===== src/rtl/fcc_pkg.sv =====
// Shared types and defaults for the FCC block-RAM stream controller.
package fcc_pkg;
   localparam int FCC_DWIDTH   = 16;
   localparam int FCC_AWIDTH   = 12;
   localparam int FCC_MEM_SIZE = 3840;
   // Output buffer depth: one slot covers the RAM read latency, the other
   // covers a cycle of downstream stall.
   localparam int OBUF_DEPTH   = 2;

   typedef enum logic [1:0] {
      IDLE  = 2'd0,
      WRITE = 2'd1,
      READ  = 2'd2,
      DONE  = 2'd3
   } fcc_state_e;
endpackage


===== src/rtl/fcc_bram_stream_ctrl_if.sv =====
// Stream and RAM-port bundle between the controller (master) and its
// surroundings: the input stream source, the output stream sink and the RAM.
interface fcc_bram_stream_ctrl_if #(
   parameter int DWIDTH = fcc_pkg::FCC_DWIDTH,
   parameter int AWIDTH = fcc_pkg::FCC_AWIDTH
);
   logic              s_valid;
   logic              s_ready;
   logic [DWIDTH-1:0] s_data;
   logic              m_valid;
   logic              m_ready;
   logic [DWIDTH-1:0] m_data;
   logic [AWIDTH-1:0] addr0;
   logic              ce0;
   logic              we0;
   logic [DWIDTH-1:0] d0;
   logic [AWIDTH-1:0] addr1;
   logic              ce1;
   logic              we1;
   logic [DWIDTH-1:0] q1;

   modport master (
      input  s_valid, s_data, m_ready, q1,
      output s_ready, m_valid, m_data, addr0, ce0, we0, d0, addr1, ce1, we1
   );

   modport slave (
      output s_valid, s_data, m_ready, q1,
      input  s_ready, m_valid, m_data, addr0, ce0, we0, d0, addr1, ce1, we1
   );
endinterface


===== src/rtl/fcc_skid_fifo2.sv =====
// Two-entry registered FIFO absorbing the RAM read latency in front of the
// output stream. The head entry is presented straight from a register.
module fcc_skid_fifo2 import fcc_pkg::*; #(
   parameter int DWIDTH = FCC_DWIDTH,
   localparam int CW    = $clog2(OBUF_DEPTH + 1)
) (
   input  logic              clk,
   input  logic              reset_n,
   input  logic              push,
   input  logic [DWIDTH-1:0] din,
   input  logic              pop,
   output logic [DWIDTH-1:0] dout,
   output logic [CW-1:0]     count
);
   // Depth is two, so single-bit pointers wrap by inversion.
   logic [OBUF_DEPTH-1:0][DWIDTH-1:0] mem;
   logic                              wr_ptr;
   logic                              rd_ptr;

   // Storage, pointers and occupancy; the caller never pushes into a full
   // buffer nor pops an empty one.
   always_ff @(posedge clk or negedge reset_n) begin
      if (!reset_n) begin
         mem    <= '0;
         wr_ptr <= 1'b0;
         rd_ptr <= 1'b0;
         count  <= '0;
      end else begin
         if (push) begin
            mem[wr_ptr] <= din;
            wr_ptr      <= ~wr_ptr;
         end
         if (pop) rd_ptr <= ~rd_ptr;
         case ({push, pop})
            2'b10:   count <= count + CW'(1);
            2'b01:   count <= count - CW'(1);
            default: ;
         endcase
      end
   end

   assign dout = mem[rd_ptr];
endmodule


===== src/rtl/fcc_bram_stream_ctrl.sv =====
// Loads one frame from the input stream into the dual-port RAM via port 0,
// then replays it in address order via port 1 onto the output stream.
module fcc_bram_stream_ctrl import fcc_pkg::*; #(
   parameter int DWIDTH = FCC_DWIDTH,
   parameter int AWIDTH = FCC_AWIDTH
) (
   input  logic                  clk,
   input  logic                  reset_n,
   input  logic                  i_run,
   input  logic [AWIDTH-1:0]     i_num_cnt,
   output logic                  o_idle,
   output logic                  o_done,
   fcc_bram_stream_ctrl_if.master bus
);
   localparam logic [AWIDTH-1:0] ONE = AWIDTH'(1);

   fcc_state_e        state;
   logic [AWIDTH-1:0] num_r;
   logic [AWIDTH-1:0] wr_cnt;
   logic [AWIDTH-1:0] rd_cnt;
   logic [AWIDTH-1:0] out_cnt;
   logic              s_ready_r;
   logic              in_flight;
   logic              wr_hs;
   logic              rd_issue;
   logic              pop;
   logic              m_valid_w;
   logic [1:0]        occ;
   logic [2:0]        pending;
   logic [DWIDTH-1:0] head;

   assign wr_hs     = s_ready_r & bus.s_valid;
   assign m_valid_w = (occ != 2'd0);
   assign pop       = m_valid_w & bus.m_ready;
   // Slots already claimed after this cycle's pop: buffered plus in flight.
   assign pending   = 3'(occ) + 3'(in_flight) - 3'(pop);
   assign rd_issue  = (state == READ) && (rd_cnt < num_r) && (pending < 3'(OBUF_DEPTH));

   // RAM ports are pure decode of state and counters; port 1 never writes.
   assign bus.s_ready = s_ready_r;
   assign bus.ce0     = wr_hs;
   assign bus.we0     = wr_hs;
   assign bus.addr0   = wr_cnt;
   assign bus.d0      = wr_hs ? bus.s_data : '0;
   assign bus.ce1     = rd_issue;
   assign bus.we1     = 1'b0;
   assign bus.addr1   = rd_cnt;
   assign bus.m_valid = m_valid_w;
   assign bus.m_data  = head;

   // Frame sequencing, counters and registered status outputs.
   always_ff @(posedge clk or negedge reset_n) begin
      if (!reset_n) begin
         state     <= IDLE;
         o_idle    <= 1'b1;
         o_done    <= 1'b0;
         s_ready_r <= 1'b0;
         in_flight <= 1'b0;
         num_r     <= '0;
         wr_cnt    <= '0;
         rd_cnt    <= '0;
         out_cnt   <= '0;
      end else begin
         o_done    <= 1'b0;
         in_flight <= rd_issue;
         case (state)
            IDLE: if (i_run) begin
               num_r  <= i_num_cnt;
               o_idle <= 1'b0;
               if (i_num_cnt == '0) begin
                  state  <= DONE;
                  o_done <= 1'b1;
               end else begin
                  state     <= WRITE;
                  s_ready_r <= 1'b1;
               end
            end
            WRITE: if (wr_hs) begin
               if (wr_cnt == num_r - ONE) begin
                  state     <= READ;
                  s_ready_r <= 1'b0;
                  wr_cnt    <= '0;
               end else begin
                  wr_cnt <= wr_cnt + ONE;
               end
            end
            READ: begin
               if (rd_issue) rd_cnt <= rd_cnt + ONE;
               if (pop) begin
                  if (out_cnt == num_r - ONE) begin
                     state   <= DONE;
                     o_done  <= 1'b1;
                     out_cnt <= '0;
                     rd_cnt  <= '0;
                  end else begin
                     out_cnt <= out_cnt + ONE;
                  end
               end
            end
            DONE: begin
               state   <= IDLE;
               o_idle  <= 1'b1;
               wr_cnt  <= '0;
               rd_cnt  <= '0;
               out_cnt <= '0;
            end
            default: state <= IDLE;
         endcase
      end
   end

   fcc_skid_fifo2 #(.DWIDTH(DWIDTH)) u_obuf (
      .clk     (clk),
      .reset_n (reset_n),
      .push    (in_flight),
      .din     (bus.q1),
      .pop     (pop),
      .dout    (head),
      .count   (occ)
   );
endmodule


===== src/flat_wrapper.sv =====
// flat-port wrapper written by rule: the top's interface ports become plain ports
module fcc_bram_stream_ctrl_flat import fcc_pkg::*;
#(
   parameter int DWIDTH = FCC_DWIDTH,
   parameter int AWIDTH = FCC_AWIDTH
)
  (clk, reset_n, i_run, i_num_cnt, o_idle, o_done, bus_s_valid, bus_s_data, bus_m_ready, bus_q1, bus_s_ready, bus_m_valid, bus_m_data, bus_addr0, bus_ce0, bus_we0, bus_d0, bus_addr1, bus_ce1, bus_we1);
  fcc_bram_stream_ctrl_if #(.DWIDTH(DWIDTH), .AWIDTH(AWIDTH)) bus_i ();
  input  logic clk;
  input  logic reset_n;
  input  logic i_run;
  input  logic [AWIDTH-1:0] i_num_cnt;
  output logic o_idle;
  output logic o_done;
  input wire logic [$bits(bus_i.s_valid)-1:0] bus_s_valid;
  input wire logic [$bits(bus_i.s_data)-1:0] bus_s_data;
  input wire logic [$bits(bus_i.m_ready)-1:0] bus_m_ready;
  input wire logic [$bits(bus_i.q1)-1:0] bus_q1;
  output wire logic [$bits(bus_i.s_ready)-1:0] bus_s_ready;
  output wire logic [$bits(bus_i.m_valid)-1:0] bus_m_valid;
  output wire logic [$bits(bus_i.m_data)-1:0] bus_m_data;
  output wire logic [$bits(bus_i.addr0)-1:0] bus_addr0;
  output wire logic [$bits(bus_i.ce0)-1:0] bus_ce0;
  output wire logic [$bits(bus_i.we0)-1:0] bus_we0;
  output wire logic [$bits(bus_i.d0)-1:0] bus_d0;
  output wire logic [$bits(bus_i.addr1)-1:0] bus_addr1;
  output wire logic [$bits(bus_i.ce1)-1:0] bus_ce1;
  output wire logic [$bits(bus_i.we1)-1:0] bus_we1;
  assign bus_i.s_valid = bus_s_valid;
  assign bus_i.s_data = bus_s_data;
  assign bus_i.m_ready = bus_m_ready;
  assign bus_i.q1 = bus_q1;
  assign bus_s_ready = bus_i.s_ready;
  assign bus_m_valid = bus_i.m_valid;
  assign bus_m_data = bus_i.m_data;
  assign bus_addr0 = bus_i.addr0;
  assign bus_ce0 = bus_i.ce0;
  assign bus_we0 = bus_i.we0;
  assign bus_d0 = bus_i.d0;
  assign bus_addr1 = bus_i.addr1;
  assign bus_ce1 = bus_i.ce1;
  assign bus_we1 = bus_i.we1;
  fcc_bram_stream_ctrl #(.DWIDTH(DWIDTH), .AWIDTH(AWIDTH)) u_core (.clk(clk), .reset_n(reset_n), .i_run(i_run), .i_num_cnt(i_num_cnt), .o_idle(o_idle), .o_done(o_done), .bus(bus_i));
endmodule

===== config.mk =====
export PLATFORM = sky130hd
export DESIGN_NAME = fcc_bram_stream_ctrl_flat
export DESIGN_NICKNAME = d
export VERILOG_FILES = /design/src/rtl/fcc_pkg.sv /design/src/rtl/fcc_bram_stream_ctrl_if.sv /design/src/rtl/fcc_skid_fifo2.sv /design/src/rtl/fcc_bram_stream_ctrl.sv /design/src/flat_wrapper.sv
export SDC_FILE = /design/constraint.sdc
export NUM_CORES = 1
export LEC_CHECK = 0
export ABC_AREA = 1
export BUFFER_PORTS_ARGS = -buffer_cell sky130_fd_sc_hd__buf_2
export CAP_MARGIN = 20
export CORE_MARGIN = 4
export CORE_UTILIZATION = 50
export DETAILED_ROUTE_END_ITERATION = 7
export GPL_TIMING_DRIVEN = 0
export HOLD_SLACK_MARGIN = 0.1
export PLACE_DENSITY = 0.73
export SLEW_MARGIN = 20
export SYNTH_ARGS = -nofsm -noshare
export SYNTH_HDL_FRONTEND = slang
export SYNTH_SLANG_ARGS = --single-unit

===== constraint.sdc =====
create_clock -name clk -period 3.31 [get_ports clk]
set_input_delay 0.4965 -clock clk [delete_from_list [all_inputs] [get_ports clk]]
set_output_delay 0.4965 -clock clk [all_outputs]
set_load 0.01 [all_outputs]

[Word-level counts from Yosys, hierarchy flattened]
Index checks and enable logic that the tools add are counted.
Cells by class
  $add $sub $neg: 8
  multiplexer cells: 36
  bitwise operators: 4
  equal/unequal tests: 13
  $lt $le $gt $ge: 5
  reductions and logical operators: 17
Operator list (number)
  12-bit two-way mux: 7
  12-bit case mux with 2 select lines: 3
  16-bit two-way mux: 4
  12-bit by 1-bit adder with 12-bit output, second input constant: 3
  32-bit bitwise mux: 1
  12-bit equality test: 2
  16-bit demux with 1-bit select: 1
  12-bit logical NOT: 1
  12-bit less-than comparator: 1
  2-bit two-way mux: 6
  2-bit nonzero test: 6
  12-bit by 1-bit subtractor with 12-bit output, second input constant: 1
  5-bit AND reduction: 2
  1-bit two-way mux: 9
  2-bit case mux with 4 select lines: 1
  2-bit AND reduction: 4
  2-bit equality test, second input constant: 3
  2-bit by 1-bit != test with 1-bit output, second input constant: 3
  2-bit != test, second input constant: 3
  1-bit case mux with 2 select lines: 3
  2-bit by 1-bit equality test with 1-bit output, second input constant: 2
  1-bit by 2-bit less-than comparator with 1-bit output, second input constant: 2
  2-bit case mux with 2 select lines: 1
  2-bit by 1-bit adder with 3-bit output: 1
  other kinds (9): 13
Storage, ports and cells
  output and inout port bits: 64
  flip-flop bits (word level): 90
  input bits: 49
  logic and storage cells: 97

[Depth between registers and ports, before layout]
Gate-level depths: netlist (run 1).
  word-level depth: 9
  mapped depth: 17
  gate-level depth less buffers: 17

[By module]
From an unflattened synthesis (run 1), not the netlist that was laid out.
Second synthesis, totals
  cells, all modules: 781
  area, all modules: 5960.7 um^2
By module, submodules not included
  fcc_bram_stream_ctrl: sequential area each 1352.5 um^2, times used 1, cells an instance 588, area each 4287.9 um^2
  fcc_skid_fifo2: sequential area each 900.9 um^2, times used 1, cells an instance 193, area each 1672.9 um^2

[Least setup slack after synthesis (run 1)]
OpenSTA, ideal clock, no wires.
  path type: register to output
  start point: reg u_core.u_obuf.count[1]
  end point: out bus_ce1
  path buffers: 0
  stages on the path, launching flop included: 12
  data required time: 2813 ps
  slack: 85 ps
  data arrival time: 2728 ps
  cell sequence: dfrtp_1 inv_1 nand2_1 nand2_1 inv_1 ha_1 or2_2 fa_1 nand3b_1 a2111oi_0 nand2_1 inv_1
On the way
  cells in the longest elaborated chain, start to end: 5
  elaborated cells on any way between the ends: 6
  those cells by class: add/sub (2); order compare (1); bitwise (1); reduce/logical (2)
Ends and longest elaborated chain
  start: declaration: RTL line fcc_skid_fifo2.sv:13  | output logic [CW-1:0] count
  start signal: assignment: RTL line fcc_skid_fifo2.sv:35  | 2'b10: count <= count + CW'(1);
  start signal: assignment: RTL line fcc_skid_fifo2.sv:36  | 2'b01: count <= count - CW'(1);
  2-bit nonzero test: RTL line fcc_bram_stream_ctrl.sv:33  | assign m_valid_w = (occ != 2'd0);
  named net bus_m_valid: RTL line flat_wrapper.sv:20  | output wire logic [$bits(bus_i.m_valid)-1:0] bus_m_valid;
  1-bit AND: RTL line fcc_bram_stream_ctrl.sv:34  | assign pop = m_valid_w & bus.m_ready;
  named net u_core.pop: RTL line fcc_bram_stream_ctrl.sv:26  | logic pop;
  3-bit by 1-bit subtractor with 3-bit output: RTL line fcc_bram_stream_ctrl.sv:36  | assign pending = 3'(occ) + 3'(in_flight) - 3'(pop);
  3-bit by 2-bit less-than comparator with 1-bit output: RTL line fcc_bram_stream_ctrl.sv:37  | assign rd_issue = (state == READ) && (rd_cnt < num_r) && (pending < 3'(OBUF_DEPTH));
  1-bit logical AND: RTL line fcc_bram_stream_ctrl.sv:37
  end: declaration: RTL line flat_wrapper.sv:27  | output wire logic [$bits(bus_i.ce1)-1:0] bus_ce1;
The timed path passes the listed nets, and every way through them passes these cells.

[Worst setup path after layout (run 1)]
  start point: reg u_core.u_obuf.count[0]
  end point: out bus_ce1
On the way
  cells in the longest elaborated chain, start to end: 5
  elaborated cells on any way between the ends: 6
  those cells by class: add/sub (2); order compare (1); bitwise (1); reduce/logical (2)
Ends and longest elaborated chain (RTL line)
  2-bit nonzero test: fcc_bram_stream_ctrl.sv:33
  1-bit AND: fcc_bram_stream_ctrl.sv:34
  named net u_core.pop: fcc_bram_stream_ctrl.sv:26
  3-bit by 1-bit subtractor with 3-bit output: fcc_bram_stream_ctrl.sv:36
  3-bit by 2-bit less-than comparator with 1-bit output: fcc_bram_stream_ctrl.sv:37
  1-bit logical AND: fcc_bram_stream_ctrl.sv:37
The timed path passes the listed nets, and every way through them passes these cells.

==> summary.md, run 1 <==
| Metric | Value |
|---|---|
| Least-Margin Pin Slew | `0.818 ns` |
| Most repeated cell in the gate-level netlist after synthesis | `sky130_fd_sc_hd__nand2_1` |
| Highest Clock Rate | `303 MHz` |
| Largest vdd supply drop | `0.509 mV` |
| Port Buffer Count | `111` |
| Post-route standard cell area excluding fillers | `7070 sq um` |
| Power density relative to cell area | `867 nW/um^2` |
| Total half-perimeter wirelength after legalization and detailed placement | `11400 um` |
| Vias after detailed routing | `5576` |
| TritonCTS clock tree | `done` |
| Fraction of synthesis flops using an asynchronous set or reset pin | `100%` |
| Final clock skew | `0.00507 ns` |
| Final weighted congestion in routability-driven placement | `0.944` |
| Post-placement cell count | `1079` |
| Clock Sinks | `90` |
| Cells on worst reg2reg path | `16` |
| Via count of the first global-routing pass | `5267` |
| Area overhead of the layout relative to synthesis | `20.5%` |
| Overall Power | `6130 uW` |
| DR WL/cell | `13.5 um` |
| Global route overflow | `0` |
| Cell family with most CP delay | `adder cells` |
| Source of the critical timing path | `u_core.u_obuf.count[0]$_DFFE_PN0N_` |
| Distinct cells, synth | `39` |
| Final instance count without filler cells | `1107` |
| Clock buffers created by TritonCTS | `9` |
| FF+latch count, synth | `90` |
| Number of remaining DRC errors | `0` |
| Portion of the clock cycle consumed by the worst path in the final layout | `99.6%` |
| Detailed-routed wire length on met2 | `7190 um` |
| Count of flip-flops with a built-in enable after synthesis | `0` |
| Setup TNS after final layout | `0 ns` |
| Tightest slew margin relative to the limit | `45.4%` |
| Arrival time at the worst endpoint | `2.80 ns` |
| Worst Path Buf+Inv | `4` |
| Overall routed net length | `14900 um` |
| CTS root buffer | `sky130_fd_sc_hd__clkbuf_16` |
| Core Rows | `39` |
| Tmin final | `3.30 ns` |
| Count of synthesis-stage warnings from yosys | `0` |
| Pin count of the biggest net entering global routing | `60` |
| Total cell area at the placement stage | `6640 sq um` |
| Area of the core | `11500 sq um` |
| Top cells by instance count after synthesis | `sky130_fd_sc_hd__nand2_1, sky130_fd_sc_hd__inv_1, sky130_fd_sc_hd__dfrtp_1, sky130_fd_sc_hd__o21ai_0, sky130_fd_sc_hd__nor2_1` |
| CP Class | `reg -> out` |
| Total met3 wirelength after detailed routing | `811 um` |
| M1 WL | `6720 um` |
| Startpoint of the worst-slack reg-to-reg timing path | `u_core.u_obuf.count[0]$_DFFE_PN0N_` |
| Number of hold violations in the final report | `0` |
| Clk buf depth | `2` |
| Required time at the endpoint of the critical path | `2.81 ns` |
| Capture instance of the worst register-to-register path | `u_core.bus.addr1[6]$_DFFE_PN0P_` |
| Ratio of routed vias to standard cells | `5.04` |
| Antenna violations before repair | `0` |
| Capturing element type of the critical path | `output port` |
| Horizontal extent of the die | `116 um` |
| Unrepaired setup endpoints after global routing | `true` |
| Initial core utilization | `51.2%` |
| Ratio of cells with drive above 1 in the final layout | `21.3%` |
| First-pass GRT wire length | `24800 um` |
| Leakage power | `0.00374 uW` |
| Slowest stage delay, CP | `0.57 ns` |
| Die Area | `13500 sq um` |
| Fraction of the yosys area taken by sequential cells | `38.4%` |
| Maxcap violations | `0` |
| H-tree depth reported by CTS | `3` |
| Path class of the lowest-slack min-delay path | `in -> reg` |
| DRC marker count from the first detailed-route iteration | `316` |
| CP Cell Sequence | `inv_2 > nand2_2 > nand2_4 > inv_4 > ha_4 > or2_4 > fa_2 > nand3b_1 > a2111oi_2 > nand2_1 > inv_4 > buf_6` |
| Largest area contributor in the synthesized netlist | `sky130_fd_sc_hd__dfrtp_1` |
| Top layer reached by signal wires | `met4` |
| Reg-to-reg slack, setup | `0.14 ns` |
| Pre-Repair DR Iteration Count | `5` |
| Nets in the synthesized netlist | `895` |
| Syn_area_per_cell | `7.12 sq um` |
| Global router's overall resource usage | `23.2%` |
| Cell with the most instances on the worst path | `sky130_fd_sc_hd__inv_4` |
| Max Transition Viols Final | `0` |
| Instance count on the critical path | `12` |
| Net count reported at finish | `1030` |
| # fillers | `1087` |
| CTS clock-pin slew for the worst setup and hold paths | `0.07 ns` |
| Worst-path fanout max | `3` |
| Clock latency at the later pin of the worst-skew pair | `0.36 ns` |
| Area of the mapped netlist | `5870 sq um` |
| Kind of start point of the critical path | `flip-flop` |
| Portion of synthesized cell area occupied by the leading cell type | `38.0%` |
| Run status | `completed` |
| Leading cell types by total area after synthesis | `sky130_fd_sc_hd__dfrtp_1, sky130_fd_sc_hd__nand2_1, sky130_fd_sc_hd__inv_1` |
| Gate count of the mapped netlist | `824` |
| Die H | `116 um` |
| Diode count | `0` |
| Count of pins on the block boundary | `113` |
| Final-report setup violation count | `0` |
| Number of nets with antenna violations after detailed routing | `0` |
| Destination of the critical timing path | `bus_ce1` |
| Cell with the largest stage delay on the worst path | `sky130_fd_sc_hd__fa_2` |
| Leading register cell type out of synthesis | `sky130_fd_sc_hd__dfrtp_1` |
[worst register-to-register path, stage by stage (launching register included)]
cell	delay, ns
sky130_fd_sc_hd__dfrtp_1	0.39
sky130_fd_sc_hd__inv_2	0.07
sky130_fd_sc_hd__nand2_2	0.07
sky130_fd_sc_hd__nand2_4	0.08
sky130_fd_sc_hd__inv_4	0.05
sky130_fd_sc_hd__ha_4	0.22
sky130_fd_sc_hd__or2_4	0.23
sky130_fd_sc_hd__fa_2	0.57
sky130_fd_sc_hd__nand3b_1	0.10
sky130_fd_sc_hd__a2111oi_2	0.30
sky130_fd_sc_hd__nand2_1	0.16
sky130_fd_sc_hd__buf_4	0.17
sky130_fd_sc_hd__buf_4	0.14
sky130_fd_sc_hd__buf_2	0.18
sky130_fd_sc_hd__o21ai_0	0.16
sky130_fd_sc_hd__nand3b_1	0.12
sky130_fd_sc_hd__nand2_1	0.05
[layout by cell type (no fill, tap or decap), types with 13 or more instances in the layout]
master | synthesis | layout
sky130_fd_sc_hd__inv_1 | 114 | 110
sky130_fd_sc_hd__nand4_1 | 13 | 13
sky130_fd_sc_hd__nor3_1 | 15 | 15
sky130_fd_sc_hd__xor2_1 | 25 | 25
sky130_fd_sc_hd__clkbuf_1 | 15 | 15
sky130_fd_sc_hd__o21ai_0 | 59 | 58
sky130_fd_sc_hd__nand2_1 | 285 | 283
sky130_fd_sc_hd__ha_1 | 21 | 20
sky130_fd_sc_hd__nor2_1 | 54 | 54
sky130_fd_sc_hd__buf_2 | 1 | 110
sky130_fd_sc_hd__dfrtp_1 | 89 | 89
sky130_fd_sc_hd__nand3_1 | 44 | 44
sky130_fd_sc_hd__buf_4 | 3 | 14
[metrics by stage]
| stage | hold WS (ns) | setup slack, ns | util [%] |
|---|---|---|---|
| after floorplan | 0.201 | 0.0852 | - |
| after global placement | 0.466 | -0.447 | 57.6 |
| after detailed placement | 0.401 | -0.464 | 57.9 |
| after CTS | 0.365 | 0.0139 | 61.3 |
| after global routing | 0.389 | -0.0997 | 61.6 |
| final | 0.369 | 0.0138 | 61.6 |
[per-layer routing]
| metal | GRT usage (%) | vias up |
|---|---|---|
| li1 | - | 2864 |
| met1 | 30.9 | 2550 |
| met2 | 38.8 | 142 |
| met3 | 4.09 | 20 |
| met4 | 6.73 | 0 |
| met5 | 0 | - |
[logic make-up after synthesis]
| family | Yosys count | synth area share (%) |
|---|---|---|
| simple gates | 446 | 32.5 |
| buf+inv | 141 | 9.62 |
| compound gates | 97 | 10.5 |
| flops | 90 | 38.4 |
| xor+xnor | 27 | 4.03 |
| fa+ha+maj | 22 | 4.82 |
| other cells | 1 | 0.0639 |
[flip-flops by register name, summed over array words and instances (netlist names)]
name	cells
u_core.u_obuf.mem	32
u_core.bus.addr0	12
u_core.bus.addr1	12
u_core.num_r	12
u_core.out_cnt	12
u_core.state	2
u_core.u_obuf.count	2
u_core.bus.s_ready	1
u_core.in_flight	1
u_core.o_done	1
u_core.o_idle	1
u_core.u_obuf.rd_ptr	1
u_core.u_obuf.wr_ptr	1
[where the power goes]
| group | switching, uW | total, uW | internal (uW) |
|---|---|---|---|
| Clock | 487 | 1040 | 549 |
| Combinational | 1960 | 3170 | 1220 |
| Sequential | 404 | 1920 | 1510 |
[how the worst min path moves through the flow]
stage                                                start                               end  depth (start not counted)
after floorplan                                    reset_n   u_core.bus.addr0[0]$_DFFE_PN0P_                          0
after global placement    u_core.u_obuf.mem[3]$_DFFE_PN0P_  u_core.u_obuf.mem[3]$_DFFE_PN0P_                          2
after detailed placement                           reset_n   u_core.bus.addr1[7]$_DFFE_PN0P_                          1
after CTS                                    i_num_cnt[10]      u_core.num_r[10]$_DFFE_PN0P_                          3
after global routing                          i_num_cnt[8]       u_core.num_r[8]$_DFFE_PN0P_                          3
final                                        i_num_cnt[10]      u_core.num_r[10]$_DFFE_PN0P_                          3
[area by class of cell]
class	instances	area, sq um	area share (%)
Tap cell	143	179	2.53
Timing Repair Buffer	124	688	9.74
Clock inverter	6	56.3	0.797
Clock buffer	10	239	3.38
Inverter	119	452	6.39
Multi-Input combinational cell	593	3080	43.6
Sequential cell	90	2250	31.9
Buffer	22	118	1.66
[timing repair]
item                                    in CTS  in global routing
endpoints found under the setup margin      13                  1
buffers inserted                             6                  5
pin swaps                                    3                  7
resized for setup                           13                  3
hold buffers                                 1                  0
endpoints found under the hold margin       30                  0
Note: power is estimated with default switching activity, not from simulation.
==> inputs of run 2 (changes only) <==
Settings changed: CELL_PAD_IN_SITES_DETAIL_PLACEMENT from default to 1, CELL_PAD_IN_SITES_GLOBAL_PLACEMENT from default to 1, CORE_UTILIZATION 50 to 40, PLACE_DENSITY 0.73 to default, PLACE_DENSITY_LB_ADDON from default to 0.25.
==> run 2 against run 1 <==
Net effect: sequential power barely moved; design area rose by 1.1%; combinational power rose by 4%; die area rose by 23%; maximum frequency rose by 0.24%; sequential share of layout area fell by 0.34 points; power rose by 3.7%; wire length rose by 18%; critical path type unchanged.
==> summary.md, run 2 (synthesis gave the netlist of run 1 again) <==
| Metric | Value |
|---|---|
| Unrepaired setup endpoints after global routing | `true` |
| Clock latency at the later pin of the worst-skew pair | `0.35 ns` |
| Initial core utilization | `41.6%` |
| Count of pins on the block boundary | `113` |
| Capturing element type of the critical path | `output port` |
| Clock Power Share | `17.7%` |
| Area of all sequential standard cells | `2250 sq um` |
| H-tree depth reported by CTS | `3` |
| Clk buf depth | `2` |
| Number of remaining DRC errors | `0` |
| Kind of start point of the critical path | `flip-flop` |
| Final weighted congestion in routability-driven placement | `0.837` |
| Worst-path fanout max | `3` |
| Max Transition Viols Final | `0` |
| Internal power component | `3390 uW` |
| Cell with the largest stage delay on the worst path | `sky130_fd_sc_hd__fa_2` |
| Run status | `completed` |
| Overall Power | `6350 uW` |
| Sequential group share of total power | `30.3%` |
| Diode count | `0` |
| Ratio of cells with drive above 1 in the final layout | `21.1%` |
| Via count of the first global-routing pass | `6084` |
| DR WL/cell | `15.4 um` |
| Number of nets with antenna violations after detailed routing | `0` |
| Biggest register | `u_core.u_obuf.mem` |
| Switch share | `46.6%` |
| Worst Path Buf+Inv | `4` |
| Core Rows | `43` |
| CTS clock-pin slew for the worst setup and hold paths | `0.07 ns` |
| Net count reported at finish | `1028` |
| Slowest stage delay, CP | `0.56 ns` |
| Global router's overall resource usage | `22.2%` |
| Area overhead of the layout relative to synthesis | `21.8%` |
| Tightest slew margin relative to the limit | `44.3%` |
| Pin count of the biggest net entering global routing | `78` |
| Highest-count cells in the layout ignoring fill and taps | `sky130_fd_sc_hd__nand2_1, sky130_fd_sc_hd__inv_1, sky130_fd_sc_hd__buf_2` |
| End-of-flow core utilization | `50.7%` |
| CP Class | `reg -> out` |
| First-pass GRT wire length | `29700 um` |
| Total half-perimeter wirelength after legalization and detailed placement | `13400 um` |
| Horizontal extent of the die | `129 um` |
| Antenna violations before repair | `0` |
| Overall routed net length | `17600 um` |
| Minimum setup slack after placement | `-0.572 ns` |
| Ratio of routed vias to standard cells | `5.01` |
| Port Buffer Count | `111` |
| Least setup slack across all paths after layout | `0.0218 ns` |
| Final Hold Slack | `0.396 ns` |
| Least-Margin Pin Slew | `0.836 ns` |
| Commonest non-fill, non-tap cell in the layout | `sky130_fd_sc_hd__nand2_1` |
| TritonCTS clock tree | `done` |
| Global route overflow | `0` |
| Vias after detailed routing | `5725` |
| Tmin final | `3.29 ns` |
| Proportion of power drawn by combinational gates | `52.0%` |
| CP Cell Sequence | `inv_2 > nand2_2 > nand2_4 > inv_6 > ha_4 > or2_4 > fa_2 > nand3b_1 > a2111oi_4 > nand2_2 > clkinvlp_4 > buf_6` |
| Power density relative to cell area | `890 nW/um^2` |
| Cell family with most CP delay | `adder cells` |
| Largest vdd supply drop | `0.360 mV` |
| Number of hold violations in the final report | `0` |
| Leakage power | `0.00374 uW` |
| Portion of the clock cycle consumed by the worst path in the final layout | `99.3%` |
| Required time at the endpoint of the critical path | `2.81 ns` |
| Die Area | `16700 sq um` |
| Final-report setup violation count | `0` |
| Net switching power | `2960 uW` |
| DRC marker count from the first detailed-route iteration | `224` |
| Clock Sinks | `90` |
| Arrival time at the worst endpoint | `2.79 ns` |
| Cell with the most instances on the worst path | `sky130_fd_sc_hd__nand2_2` |
| Final clock skew | `0.00639 ns` |
| Clock buffers created by TritonCTS | `9` |
| Die H | `129 um` |
| Area of the core | `14100 sq um` |
| Flip-flop count of the largest register after layout | `32` |
| Area occupied by multi-input gates | `3100 sq um` |
| Path class of the lowest-slack min-delay path | `in -> reg` |
| CTS root buffer | `sky130_fd_sc_hd__clkbuf_16` |
| Pre-Repair DR Iteration Count | `4` |
| Maxcap violations | `0` |
| Highest Clock Rate | `304 MHz` |
| # fillers | `1896` |
-- run 2: path summary, 6_finish.rpt --
| check | end | cells past startpoint | slack (ns) | startpoint |
|---|---|---|---|---|
| hold reg to reg | u_core.u_obuf.mem[21]$_DFFE_PN0P_ | 2 | 0.48 | u_core.u_obuf.mem[21]$_DFFE_PN0P_ |
| setup reg to reg | u_core.bus.addr1[6]$_DFFE_PN0P_ | 15 | 0.21 | u_core.u_obuf.count[0]$_DFFE_PN0N_ |
| hold / removal | u_core.num_r[10]$_DFFE_PN0P_ | 3 | 0.40 | i_num_cnt[10] |
| min in group asynchronous | u_core.u_obuf.mem[19]$_DFFE_PN0P_ | 2 | 0.54 | reset_n |
| setup / recovery | bus_ce1 | 12 | 0.02 | u_core.u_obuf.count[0]$_DFFE_PN0N_ |
| max in group asynchronous | u_core.o_idle$_DFFE_PN1P_ | 3 | 2.11 | reset_n |
-- run 2: per-stage QoR --
step / setup TNS [ns] / instance area [sq um] / cells
floorplan: 0 / 5870 / 824
global placement: -3.93 / 6650 / 1115
detailed placement: -3.82 / 6680 / 1116
CTS: 0 / 7100 / 1139
global route: -0.100 / 7140 / 1142
finish: 0 / 7140 / 1142
-- run 2: layout make-up --
cell class	count	area share, %
Buffer	22	1.65
Clock buffer	10	3.21
Clock inverter	6	1.28
Inverter	119	6.38
Multi-Input combinational cell	593	43.4
Tap cell	180	3.15
Timing Repair Buffer	122	9.42
Sequential cell	90	31.5
-- run 2: power by group through the flow --
stage          logic, uW  registers [uW]  clock network [uW]
2_1_floorplan       2180            1870                   0
3_3_place_gp        3050            1930                   0
3_5_place_dp        3160            1950                   0
4_1_cts             3300            1920                1150
5_1_grt             3800            1990                1200
6_report            3310            1930                1120
-- run 2: worst register-to-register path, cell delays in order (launching register included) --
cell	delay, ns
sky130_fd_sc_hd__dfrtp_1	0.41
sky130_fd_sc_hd__inv_2	0.08
sky130_fd_sc_hd__nand2_2	0.07
sky130_fd_sc_hd__nand2_4	0.08
sky130_fd_sc_hd__inv_6	0.04
sky130_fd_sc_hd__ha_4	0.20
sky130_fd_sc_hd__or2_4	0.23
sky130_fd_sc_hd__fa_2	0.56
sky130_fd_sc_hd__nand3b_1	0.12
sky130_fd_sc_hd__a2111oi_4	0.31
sky130_fd_sc_hd__nand2_2	0.13
sky130_fd_sc_hd__buf_4	0.18
sky130_fd_sc_hd__buf_2	0.20
sky130_fd_sc_hd__o21ai_0	0.19
sky130_fd_sc_hd__nand3b_1	0.13
sky130_fd_sc_hd__nand2_1	0.06
-- run 2: per-layer routing --
layer | GRT usage [%] | up-vias | part of all wire, %
li1 | - | 2856 | -
met1 | 29.2 | 2721 | 46
met2 | 38.0 | 126 | 48
met3 | 3.17 | 22 | 4.4
met4 | 6.61 | 0 | 1.8
met5 | 0 | - | 0
-- run 2: timing repair --
| action | CTS | global route |
|---|---|---|
| hold buffers | 1 | 0 |
| endpoints found under the hold margin | 13 | 0 |
| endpoints found under the setup margin | 14 | 1 |
| buffers inserted | 6 | 3 |
| resized for setup | 13 | 4 |
| pin swaps | 3 | 7 |
| gates cloned | 0 | 0 |
==> inputs of run 3 (changes only) <==
Settings changed: BUFFER_PORTS_ARGS -buffer_cell sky130_fd_sc_hd__buf_2 to -buffer_cell sky130_fd_sc_hd__buf_4, SLEW_MARGIN 20 to 10.
==> run 3 against run 2 <==
Net effect: maximum frequency increased by 1.1%; flip-flop and latch count is the same; design area rose by 3.5%; global-route usage increased by 0.20 points; first-iteration DRC count grew 4.0%.
==> summary.md, run 3 (synthesis gave the netlist of run 1 again) <==
| Metric | Value |
|---|---|
| Run status | `completed` |
| Total half-perimeter wirelength after legalization and detailed placement | `13600 um` |
| Reg-to-reg slack, setup | `0.16 ns` |
| First-pass GRT wire length | `29900 um` |
| DR WL/cell | `15.7 um` |
| Final-report setup violation count | `0` |
| Count of pins on the block boundary | `113` |
| Maxcap violations | `0` |
| Power density relative to cell area | `873 nW/um^2` |
| Largest vdd supply drop | `0.329 mV` |
| Core Rows | `43` |
| Cells on worst reg2reg path | `16` |
| Minimum setup slack after placement | `-0.704 ns` |
| CP Class | `reg -> out` |
| Startpoint of the worst-slack reg-to-reg timing path | `u_core.u_obuf.count[1]$_DFFE_PN0N_` |
| CTS clock-pin slew for the worst setup and hold paths | `0.07 ns` |
| Global router's overall resource usage | `22.4%` |
| DRC marker count from the first detailed-route iteration | `233` |
| Port Buffer Count | `111` |
| Highest Clock Rate | `307 MHz` |
| Path class of the lowest-slack min-delay path | `in -> async` |
| Overall Power | `6450 uW` |
| Kind of start point of the critical path | `flip-flop` |
| Clock Sinks | `90` |
| Portion of the clock cycle consumed by the worst path in the final layout | `98.3%` |
| Number of nets with antenna violations after detailed routing | `0` |
| Worst-path fanout max | `3` |
| Pin count of the biggest net entering global routing | `54` |
| Clock buffers created by TritonCTS | `9` |
| Ratio of cells with drive above 1 in the final layout | `21.3%` |
| Final clock skew | `0.0109 ns` |
| CTS Hold Bufs | `0` |
| # fillers | `1862` |
| Clock latency at the later pin of the worst-skew pair | `0.35 ns` |
| Via count of the first global-routing pass | `6021` |
| Source of the critical timing path | `u_core.u_obuf.count[1]$_DFFE_PN0N_` |
| Antenna violations before repair | `0` |
| Arrival time at the worst endpoint | `2.76 ns` |
| Max Transition Viols Final | `0` |
| Least-Margin Pin Slew | `0.856 ns` |
| Die H | `129 um` |
| Commonest non-fill, non-tap cell in the layout | `sky130_fd_sc_hd__nand2_1` |
| Required time at the endpoint of the critical path | `2.81 ns` |
| Net count reported at finish | `1029` |
| Capturing element type of the critical path | `output port` |
| Tmin final | `3.25 ns` |
| H-tree depth reported by CTS | `3` |
| Biggest register | `u_core.u_obuf.mem` |
| Diode count | `0` |
| Number of hold violations in the final report | `0` |
| Ratio of routed vias to standard cells | `5.03` |
| Global route overflow | `0` |
| Tightest slew margin relative to the limit | `42.9%` |
| Initial core utilization | `41.6%` |
| Unrepaired setup endpoints after global routing | `true` |
| Highest-count cells in the layout ignoring fill and taps | `sky130_fd_sc_hd__nand2_1, sky130_fd_sc_hd__buf_4, sky130_fd_sc_hd__inv_1` |
| TritonCTS clock tree | `done` |
| Die Area | `16700 sq um` |
| Leakage power | `0.00380 uW` |
| Number of remaining DRC errors | `0` |
| Pre-Repair DR Iteration Count | `4` |
| Horizontal extent of the die | `129 um` |
| Area of the core | `14100 sq um` |
| Overall routed net length | `17900 um` |
| Least setup slack across all paths after layout | `0.0572 ns` |
| Final weighted congestion in routability-driven placement | `0.838` |
| CTS root buffer | `sky130_fd_sc_hd__clkbuf_16` |
| Vias after detailed routing | `5740` |
| Area overhead of the layout relative to synthesis | `26.0%` |
| Clk buf depth | `2` |
| Capture instance of the worst register-to-register path | `u_core.bus.addr1[6]$_DFFE_PN0P_` |
| Flip-flop count of the largest register after layout | `32` |
-- run 3: metal layers --
metal | GRT usage [%] | vias up | routed length, um
li1 | - | 2857 | -
met4 | 6.55 | 0 | 236
met1 | 28.6 | 2745 | 7940
met5 | 0 | - | 0
met2 | 39.1 | 121 | 8880
met3 | 3.63 | 17 | 826
-- run 3: report_power, final --
| group | internal [uW] | leakage (uW) | switching (uW) |
|---|---|---|---|
| Sequential | 1520 | 0.00111 | 414 |
| Clock | 580 | 0.000138 | 444 |
| Combinational | 1380 | 0.00255 | 2120 |
| Total | 3480 | 0.00380 | 2980 |
-- run 3: stage by stage --
stage	hold slack (ns)	cell area (sq um)	cells	utilization (%)	TNS, ns
final	0.144	7390	1142	52.4	0
after global routing	0.172	7390	1142	52.4	-0.0661
after floorplan	0.201	5870	824	-	0
after global placement	0.466	6930	1115	49.1	-4.22
after detailed placement	0.473	6950	1116	49.3	-5.78
after CTS	0.150	7350	1137	52.1	0
-- run 3: how the worst max path moves through the flow --
stage	to	slack (ns)	cells past startpoint
6_report	bus_ce1	0.06	12
3_5_place_dp	bus_ce1	-0.70	11
2_1_floorplan	bus_ce1	0.09	11
5_1_grt	bus_ce1	-0.07	12
3_3_place_gp	bus_ce1	-0.60	11
4_1_cts	bus_ce1	0.004	12
-- run 3: final cells by class --
cell class / instances / area, sq um / share of cell area, %
Inverter: 119 / 453 / 6.13
Clock buffer: 10 / 229 / 3.10
Clock inverter: 5 / 56.3 / 0.762
Multi-Input combinational cell: 593 / 3110 / 42.1
Timing Repair Buffer: 123 / 947 / 12.8
Tap cell: 180 / 225 / 3.05
Buffer: 22 / 118 / 1.59
Sequential cell: 90 / 2250 / 30.5
-- run 3: worst max-delay path, cell delays in order (launching register included) --
cell                         delay, ns
sky130_fd_sc_hd__dfrtp_1          0.40
sky130_fd_sc_hd__inv_2            0.08
sky130_fd_sc_hd__nand2_4          0.06
sky130_fd_sc_hd__nand2_4          0.07
sky130_fd_sc_hd__inv_4            0.04
sky130_fd_sc_hd__ha_4             0.21
sky130_fd_sc_hd__or2_4            0.23
sky130_fd_sc_hd__fa_2             0.53
sky130_fd_sc_hd__nand3b_1         0.11
sky130_fd_sc_hd__a2111oi_4        0.33
sky130_fd_sc_hd__nand2_2          0.14
sky130_fd_sc_hd__clkinvlp_4       0.12
sky130_fd_sc_hd__buf_6            0.10
-- run 3: timing repair --
item	CTS	global route
resized for setup	17	1
pin swaps	5	7
setup buffers	6	5
gates cloned	0	0
endpoints found under the setup margin	14	1
